`src/rtl/wb_ser_scheduler_pkg.sv`:
```
// wb_ser_scheduler_pkg
//   Shared types and constants for the Wishbone serializer scheduler:
//   FSM state encoding, default write address and the k+byte word layout
//   (three 9-bit slots in bits [26:0] of a 32-bit word).
package wb_ser_scheduler_pkg;

  localparam int unsigned WORD_W    = 32;
  localparam int unsigned SLOT_W    = 9;
  localparam int unsigned NUM_SLOTS = 3;
  localparam int unsigned PAYLOAD_W = SLOT_W * NUM_SLOTS;

  localparam logic [31:0] ADR_WRITE_DEFAULT = 32'h0000_0000;

  // Explicit encodings keep the values identical to the legacy constants.
  typedef enum logic [1:0] {
    ST_IDLE  = 2'd0,
    ST_WRITE = 2'd1,
    ST_GAP   = 2'd2
  } state_t;

endpackage

```
`src/rtl/wb_ser_scheduler_rr_arbiter.sv`:
```
// rr_arbiter
//   Combinational round-robin picker. The search starts at ptr_i and wraps
//   from NUM_REQ-1 back to 0; the first set bit of valid_i wins.
//   Ports:
//     valid_i     - pending request vector
//     ptr_i       - highest-priority index for this search
//     grant_o     - one-hot grant (all zero when nothing is pending)
//     grant_idx_o - binary index of the granted requester
//     any_valid_o - at least one request pending
module rr_arbiter #(
  parameter int unsigned NUM_REQ = 4,
  parameter int unsigned IDW     = 2
) (
  input  logic [NUM_REQ-1:0] valid_i,
  input  logic [IDW-1:0]     ptr_i,
  output logic [NUM_REQ-1:0] grant_o,
  output logic [IDW-1:0]     grant_idx_o,
  output logic               any_valid_o
);

  always_comb begin
    int unsigned idx;
    idx         = 0;
    grant_o     = '0;
    grant_idx_o = '0;
    any_valid_o = 1'b0;
    for (int unsigned k = 0; k < NUM_REQ; k++) begin
      idx = 32'(ptr_i) + k;
      if (idx >= NUM_REQ) idx = idx - NUM_REQ;
      if (!any_valid_o && valid_i[idx[IDW-1:0]]) begin
        any_valid_o              = 1'b1;
        grant_idx_o              = idx[IDW-1:0];
        grant_o[idx[IDW-1:0]]    = 1'b1;
      end
    end
  end

endmodule

```
`src/rtl/wb_ser_scheduler.sv`:
```
// wb_ser_scheduler
//   Wishbone master sharing one wb_serializer slave between NUM_REQ word
//   producers. A round-robin grant captures one 32-bit word, issues a single
//   write to ADR_WRITE and holds the cycle until ACK_I (or ERR_I / watchdog
//   timeout), then idles for GAP_CYC cycles so the slave can re-arm.
//   Ports:
//     clk_i, rst_ni          - clock, async active-low reset
//     enable_i               - allow new grants
//     req_valid_i/data_i     - per-requester word and valid (slice i = 32 bits)
//     req_ready_o            - one-hot accept pulse
//     done_o, err_o, id_o    - completion pulses and requester index
//     busy_o                 - FSM not idle
//     CYC_O/STB_O/WE_O/ADR_O/DAT_O, ACK_I/ERR_I - Wishbone master side
module wb_ser_scheduler
  import wb_ser_scheduler_pkg::*;
#(
  parameter int unsigned NUM_REQ     = 4,
  parameter logic [31:0] ADR_WRITE   = ADR_WRITE_DEFAULT,
  parameter int unsigned TIMEOUT_CYC = 1024,
  parameter int unsigned GAP_CYC     = 1
) (
  input  logic                         clk_i,
  input  logic                         rst_ni,
  input  logic                         enable_i,
  input  logic [NUM_REQ-1:0]           req_valid_i,
  input  logic [NUM_REQ*WORD_W-1:0]    req_data_i,
  output logic [NUM_REQ-1:0]           req_ready_o,
  output logic                         done_o,
  output logic                         err_o,
  output logic [$clog2(NUM_REQ)-1:0]   id_o,
  output logic                         busy_o,
  output logic                         CYC_O,
  output logic                         STB_O,
  output logic                         WE_O,
  output logic [31:0]                  ADR_O,
  output logic [31:0]                  DAT_O,
  input  logic                         ACK_I,
  input  logic                         ERR_I
);

  localparam int unsigned IDW   = $clog2(NUM_REQ);
  localparam int unsigned T_MAX = (TIMEOUT_CYC > GAP_CYC) ? TIMEOUT_CYC : GAP_CYC;
  localparam int unsigned TW    = $clog2(T_MAX + 1);
  localparam logic [TW-1:0] TO_LAST  = TW'(TIMEOUT_CYC - 1);
  localparam logic [TW-1:0] GAP_LAST = TW'(GAP_CYC - 1);

  state_t             state_q;
  logic [IDW-1:0]     ptr_q;
  logic [TW-1:0]      timer_q;
  logic               cyc_q;
  logic [31:0]        dat_q;
  logic [IDW-1:0]     id_q;
  logic               done_q;
  logic               err_q;

  logic [NUM_REQ-1:0] grant;
  logic [IDW-1:0]     grant_idx;
  logic               any_valid;
  logic               take;

  rr_arbiter #(
    .NUM_REQ (NUM_REQ),
    .IDW     (IDW)
  ) u_arb (
    .valid_i     (req_valid_i),
    .ptr_i       (ptr_q),
    .grant_o     (grant),
    .grant_idx_o (grant_idx),
    .any_valid_o (any_valid)
  );

  assign take = (state_q == ST_IDLE) && enable_i && any_valid;

  // The ready pulse is combinational from IDLE; rst_ni gates it so it stays
  // low while the block is held in reset.
  assign req_ready_o = (take && rst_ni) ? grant : '0;

  always_ff @(posedge clk_i or negedge rst_ni) begin
    if (!rst_ni) begin
      state_q <= ST_IDLE;
      ptr_q   <= '0;
      timer_q <= '0;
      cyc_q   <= 1'b0;
      dat_q   <= '0;
      id_q    <= '0;
      done_q  <= 1'b0;
      err_q   <= 1'b0;
    end else begin
      done_q <= 1'b0;
      err_q  <= 1'b0;
      unique case (state_q)
        ST_IDLE: begin
          if (take) begin
            dat_q   <= req_data_i[WORD_W*grant_idx +: WORD_W];
            id_q    <= grant_idx;
            ptr_q   <= (grant_idx == IDW'(NUM_REQ - 1)) ? '0 : grant_idx + 1'b1;
            timer_q <= '0;
            cyc_q   <= 1'b1;
            state_q <= ST_WRITE;
          end
        end
        ST_WRITE: begin
          // ERR_I and the watchdog take priority over a simultaneous ACK_I.
          if (ERR_I || (timer_q == TO_LAST)) begin
            cyc_q   <= 1'b0;
            err_q   <= 1'b1;
            timer_q <= '0;
            state_q <= ST_GAP;
          end else if (ACK_I) begin
            cyc_q   <= 1'b0;
            done_q  <= 1'b1;
            timer_q <= '0;
            state_q <= ST_GAP;
          end else begin
            timer_q <= timer_q + 1'b1;
          end
        end
        ST_GAP: begin
          if (timer_q == GAP_LAST) begin
            timer_q <= '0;
            state_q <= ST_IDLE;
          end else begin
            timer_q <= timer_q + 1'b1;
          end
        end
        default: begin
          cyc_q   <= 1'b0;
          timer_q <= '0;
          state_q <= ST_IDLE;
        end
      endcase
    end
  end

  assign CYC_O  = cyc_q;
  assign STB_O  = cyc_q;
  assign WE_O   = cyc_q;
  assign ADR_O  = ADR_WRITE;
  assign DAT_O  = dat_q;
  assign id_o   = id_q;
  assign done_o = done_q;
  assign err_o  = err_q;
  assign busy_o = (state_q != ST_IDLE);

endmodule

```
`config.mk`:
```
export PLATFORM = sky130hd
export DESIGN_NAME = wb_ser_scheduler
export DESIGN_NICKNAME = d
export VERILOG_FILES = /design/src/rtl/wb_ser_scheduler_pkg.sv /design/src/rtl/wb_ser_scheduler_rr_arbiter.sv /design/src/rtl/wb_ser_scheduler.sv
export SDC_FILE = /design/constraint.sdc
export NUM_CORES = 1
export LEC_CHECK = 0
export ABC_AREA = 1
export BUFFER_PORTS_ARGS = -buffer_cell sky130_fd_sc_hd__buf_2
export CAP_MARGIN = 5
export CELL_PAD_IN_SITES_DETAIL_PLACEMENT = 1
export CELL_PAD_IN_SITES_GLOBAL_PLACEMENT = 2
export CORE_MARGIN = 5
export CORE_UTILIZATION = 24
export DETAILED_ROUTE_END_ITERATION = 8
export HOLD_SLACK_MARGIN = 0.02
export PLACE_DENSITY = 0.81
export SYNTH_ARGS = -nofsm -noshare
export SYNTH_HDL_FRONTEND = slang
export SYNTH_SLANG_ARGS = --single-unit
export TNS_END_PERCENT = 50
```
`constraint.sdc`:
```
create_clock -name clk_i -period 2.8 [get_ports clk_i]
set_input_delay 0.28 -clock clk_i [delete_from_list [all_inputs] [get_ports clk_i]]
set_output_delay 0.28 -clock clk_i [all_outputs]
set_load 0.02 [all_outputs]
```
Word-level counts from Yosys, hierarchy flattened
Cells that the tools add are included.
{ "word_totals": {"ff_bits": 52, "latchBits": 0, "ramBits": 0, "romBits": 0, "inputBits": 137, "out_inout_bits": 76, "word_cells": 114, "n_memories": 0} }
{ "classes": {"addsub": 9, "multipliers": 0, "n_div": 0, "magnitude_cmp": 12, "n_eq_ne": 7, "n_shift": 1, "mux": 53, "bitwise_logic": 4, "reduce_logical": 20} }
{ "ops": {"columns": ["cell", "n"], "rows": [
  ["indexed part select 128 x 8 -> 32 bit", 1],
  ["2-to-1 mux 11 bit", 4],
  ["case mux 11 bit (3 select lines)", 1],
  ["2-to-1 mux 2 bit", 13],
  ["2-to-1 mux 1 bit", 20],
  ["2-to-1 mux 4 bit", 5],
  ["less-than comparator 2 x 3 -> 1 bit (second input constant)", 4],
  ["OR 4 bit", 3],
  ["adder 11 x 1 -> 11 bit (second input constant)", 1],
  ["equality test 11 x 10 -> 1 bit (second input constant)", 1],
  ["zero test 11 bit", 1],
  ["logical AND 1 bit", 10],
  [">= comparator 3 bit (second input constant)", 3],
  ["binary-select mux 1 bit (select 2 bit)", 4],
  ["demux 1 bit (select 2 bit)", 4],
  [">= comparator 2 x 1 -> 1 bit (second input constant)", 4],
  ["subtractor 2 x 1 -> 2 bit (second input constant)", 4],
  ["adder 2 x 2 -> 3 bit (second input constant)", 2],
  ["case mux 2 bit (3 select lines)", 1],
  ["AND reduction 3 bit", 2],
  ["equality test 2 bit (second input constant)", 2],
  ["inequality test 2 bit (second input constant)", 2],
  ["adder 2 x 1 -> 3 bit (second input constant)", 1],
  [">= comparator 2 x 3 -> 1 bit (second input constant)", 1],
  ["other kinds (10)", 12]
]} }

Logic depth before layout (Yosys ltp)
{ "logic_depth": {"depth_word": 17, "depth_mapped": 18, "depth_no_buf": 14} }

By module
Synthesis repeated with hierarchy kept, for this count alone.
{ "hier_totals": {"cells_unflattened": 567, "area_unflattened_um2": 3945.0} }
{ "modules_own_cells": {"columns": ["mod", "instances", "cells_per_inst", "area_each_um2"], "rows": [
  ["wb_ser_scheduler", 1, 493, 3504.6],
  ["rr_arbiter", 1, 74, 440.4]
]} }

Worst setup path before layout
Ideal clock, no wire load.
{ "synth_timing": {"path_type": "reg2out", "from": "register ptr_q[0]", "to": "output port req_ready_o[0]", "arrival_ps": 2151, "required_time_ps": 2520, "setup_slack_ps": 369, "path_stages_with_launch": 15, "path_buffers": 3, "cell_sequence": "dfrtp_1 > buf_6 > inv_2 > buf_6 > ha_1 > inv_1 > nand3_1 > nand2_2 > nor2_4 > nand4_2 > nand3_2 > buf_2 > nor2_1 > o21ai_0 > inv_1"} }
{ "synth_between": {"elab_chain_cells": 17, "elab_cells_between_ends": 63, "classes_between": "add/sub (7); order compare (12); mux (29); bitwise (3); reduce/logical (12)"} }
{ "synth_rtl": {"columns": ["item", "line_no", "source"], "rows": [
  ["from (decl)", "wb_ser_scheduler.sv:48", "logic [IDW-1:0] ptr_q;"],
  ["from (signal assigned)", "wb_ser_scheduler.sv:96", "ptr_q <= (grant_idx == IDW'(NUM_REQ - 1)) ? '0 : grant_idx + 1'b1;"],
  ["parallel branches: the longest is 16 deep, another holds adder 2 x 1 -> 3 bit", null, null],
  ["2-to-1 mux 4 bit (*)", "wb_ser_scheduler.sv:76", "assign req_ready_o = (take && rst_ni) ? grant : '0;"],
  ["to (decl)", "wb_ser_scheduler.sv:27", "output logic [NUM_REQ-1:0] req_ready_o,"]
]} }
Every way passes the cells marked *. The select of a mux whose other input is x is not followed.

Final worst setup path
Same ends and word-level chain as after synthesis.

==> reports/results.md <==
* completed — result of the run
* 0.00807 ns — Worst Clk Skew
* sky130_fd_sc_hd__dfrtp_1 — ys flop type
* 0 — hold_buf cts
* 0.0354 — Compound-Gate Fraction of Synth Area
* in -> async — Hold Crit Class
* 0.08 ns — Clock transition at path regs
* 52 — Synth Register Bits
* 3.83 nW — leakage power
* 4 — number of buffers and inverters on the critical path
* 799 — gate count after technology mapping
* 2627 — Fill cells
* 759 uV — peak supply drop
* inv_2, ha_1, inv_1, nand3_1, nand2_2, nor2_4, nand4_4, nand3_4, nor2_2, o21ai_0, inv_1, buf_2 — chain of cells forming the critical path
* 66 — pin count of the biggest net entering global routing
* 0 — final-report setup violation count
* sky130_fd_sc_hd__dfrtp_1 — cell with the largest stage delay on the worst path
* 0.417 — Simple-Gate Fraction of Synth Area
* flop — element type at the critical path start
* 0.270 — part of the Yosys area used for sequential elements
* 0 — mux contribution to synthesized area
* 1280 nW/um^2 — total power per unit cell area
* 51 — standard-cell rows
* false — setup repair after global routing missed its margin
* 14 — maximum fanout encountered on the critical timing path
* 0.224 ns — DP Worst Slack
* 0 — number of enable-type register cells in the synthesized netlist
* 0.157 ns — worst hold slack
* 0 — number of cells upsized or downsized after cts
* 1111 — number of nets in the layout
* sky130_fd_sc_hd__clkbuf_16 — clock tree root driver cell
* 2.22 ns — data arrival time of the critical path
* 4810 sq um — cell area after technology mapping
* 0.00769 W — total power
* 0.30 ns — clock network latency to the later pin of the worst-skew pair
* sky130_fd_sc_hd__nand2_1 — most common cell after layout, fill and taps aside
* 0.246 — effective utilization at floorplan
* 258 x sky130_fd_sc_hd__nand2_1, 180 x sky130_fd_sc_hd__buf_2, 167 x sky130_fd_sc_hd__inv_1, 158 x sky130_fd_sc_hd__nand3_1, 52 x sky130_fd_sc_hd__dfrtp_1 — top library cells by usage in the layout, fill and taps aside
* 0 — Overflow after GRT
* 0.36 ns — largest stage delay on the critical path
* 0 ns — Total Negative Setup Slacks
* 17400 um — total routed wirelength
* 1.00 — fraction of registers with async set or reset after synthesis
* 0.34 ns — R2R Setup Slk
* 0 — pins over their slew limit
* 0.232 — ratio of cells with drive above 1 in the final layout
* sky130_fd_sc_hd__inv_1 — cell mode on critical path
* 0.298 ns — final worst slack
* 6.02 sq um — Synth Area per Inst
* 0 — number of post-CTS setup repair buffers
* simple AND/OR/NAND/NOR gates — dominant delay contributor by cell family on the critical path
* 14 — logic depth of the worst register-to-register path
* 0 — antenna viol nets, final
* 0.893 — final worst path period share
* 0.306 — final core utilization
* 13400 um — total half-perimeter wirelength after legalization and detailed placement
* 0.841 — weighted congestion at the end of routability-driven global placement
* 2.52 ns — data required time at the worst endpoint
* 5269 — via count
* 180 — number of buffers inserted by port buffering
* 5548 — vias in the first global route
* 0.400 GHz — fmax
* 7 — antenna violations before repair
* built — CTS tree
* 2 — Longest Clk Path Bufs
* 0.519 — relative slew slack
* 0.721 ns — measured slew at the worst slew-check pin
* 4.29 — detail-routed via count per cell
* 4 — Pre-antenna DRT Iters
* 0 — number of warnings printed during yosys synthesis
* 0.152 — total track usage
* 152 um — DIE HEIGHT
* 24.5% — Synth-to-Final Area Change
* 23000 sq um — die area
* 5 — TritonCTS buffer count
* 14.1 um — routed length per instance
* 52 — TritonCTS Sinks
* 28100 um — wire length of the first global-routing pass
* 31 — count of unique library cells instantiated by Yosys
* 19600 sq um — core region area
* 12 — stages on the worst setup path
* 0 — Fin. Hold Viols
* primary output — Worst Setup End Kind
* 0 — number of max-cap violations
* reg -> out — crit path kind
* 2.50 ns — Tmin final
* 2 — CTS HTree Levels
* simple AND/OR/NAND/NOR gates — dominant combinational cell family by area after synthesis
* 0.00182 — post-synthesis share of cell area spent on xor and xnor gates
* 213 — I/O pin count
* 152 um — Die Wd
* 0 — number of DRC violations after detailed routing
* 0.0338 — arithmetic-cell share of the synthesized area counting full adders, half adders and majority gates
* 154 — DRC violation total after the first TritonRoute iteration
-- layer usage --
metal	global-route usage	wire, um	up-vias
met5	0	63	-
met4	0.0305	259	12
met3	0.0479	1390	24
met2	0.259	7950	148
met1	0.190	7690	2405
li1	-	-	2680
-- synthesized netlist by cell type, types with 5 or more instances --
cell                      number  share of area
sky130_fd_sc_hd__nand2_1     259           0.20
sky130_fd_sc_hd__inv_1       167           0.13
sky130_fd_sc_hd__nand3_1     158           0.16
sky130_fd_sc_hd__dfrtp_1      52           0.27
sky130_fd_sc_hd__buf_4        46          0.072
sky130_fd_sc_hd__nor2_1       21          0.016
sky130_fd_sc_hd__buf_2        16          0.017
sky130_fd_sc_hd__ha_1         13          0.034
sky130_fd_sc_hd__o21ai_0       9         0.0094
sky130_fd_sc_hd__a21oi_1       8         0.0083
sky130_fd_sc_hd__buf_6         7          0.016
sky130_fd_sc_hd__nand4_1       6         0.0078
sky130_fd_sc_hd__inv_2         5         0.0039
sky130_fd_sc_hd__nand2_2       5         0.0065
sky130_fd_sc_hd__o21ai_1       5         0.0052
-- through the flow --
step | instance area (sq um) | std cells
floorplan | 4930 | 830
global placement | 5820 | 1219
detailed placement | 5820 | 1219
CTS | 5970 | 1227
global route | 5990 | 1228
finish | 5990 | 1229
-- power by group --
group	total, W	leakage [nW]	internal (W)	switching (W)
registers	0.00121	0.665	0.00104	0.000165
clock network	0.000669	0.0773	0.000359	0.000309
logic	0.00582	3.09	0.00191	0.00391
total	0.00769	3.83	0.00331	0.00438
-- registers in the layout, indices dropped and copies added (netlist names) --
signal / cells
timer_q: 11
id_o: 2
DAT_O: 32
err_o: 1
ptr_q: 2
done_o: 1
state_q: 2
CYC_O: 1
-- area by class of cell --
type	instances	area [sq um]	area share
clock inverter	2	13.8	0.00230
inverter	172	646	0.108
clock buffer	6	139	0.0232
multi-input combinational	535	2490	0.416
timing repair buffer	195	1060	0.178
sequential	52	1300	0.217
antenna	2	5.00	0.000836
tap	265	332	0.0554
-- worst register-to-register path: cells and delay by family, from the launching register on --
| family | cells | cell delay [ns] |
|---|---|---|
| flip-flops | 1 | 0.36 |
| adder cells (fa/ha/maj) | 1 | 0.36 |
| buffers and inverters | 4 | 0.65 |
| AND/OR/NAND/NOR | 9 | 1.05 |
-- final timing paths --
kind | start | to
worst max-delay path | ptr_q[0] | req_ready_o[0]
worst min-delay path | rst_ni | state_q[1]
worst max register to register | ptr_q[0] | DAT_O[8]
worst min register to register | DAT_O[0] | DAT_O[0]
max in group asynchronous | rst_ni | DAT_O[7]
min in group clk_i | ACK_I | done_o
-- cells by family after synthesis --
logic type | after synthesis
compound gates | 30
xor+xnor | 1
fa+ha+maj | 13
buf+inv | 243
flops | 52
other cells | 1
simple gates | 459
(Power assumes the default switching activity.)
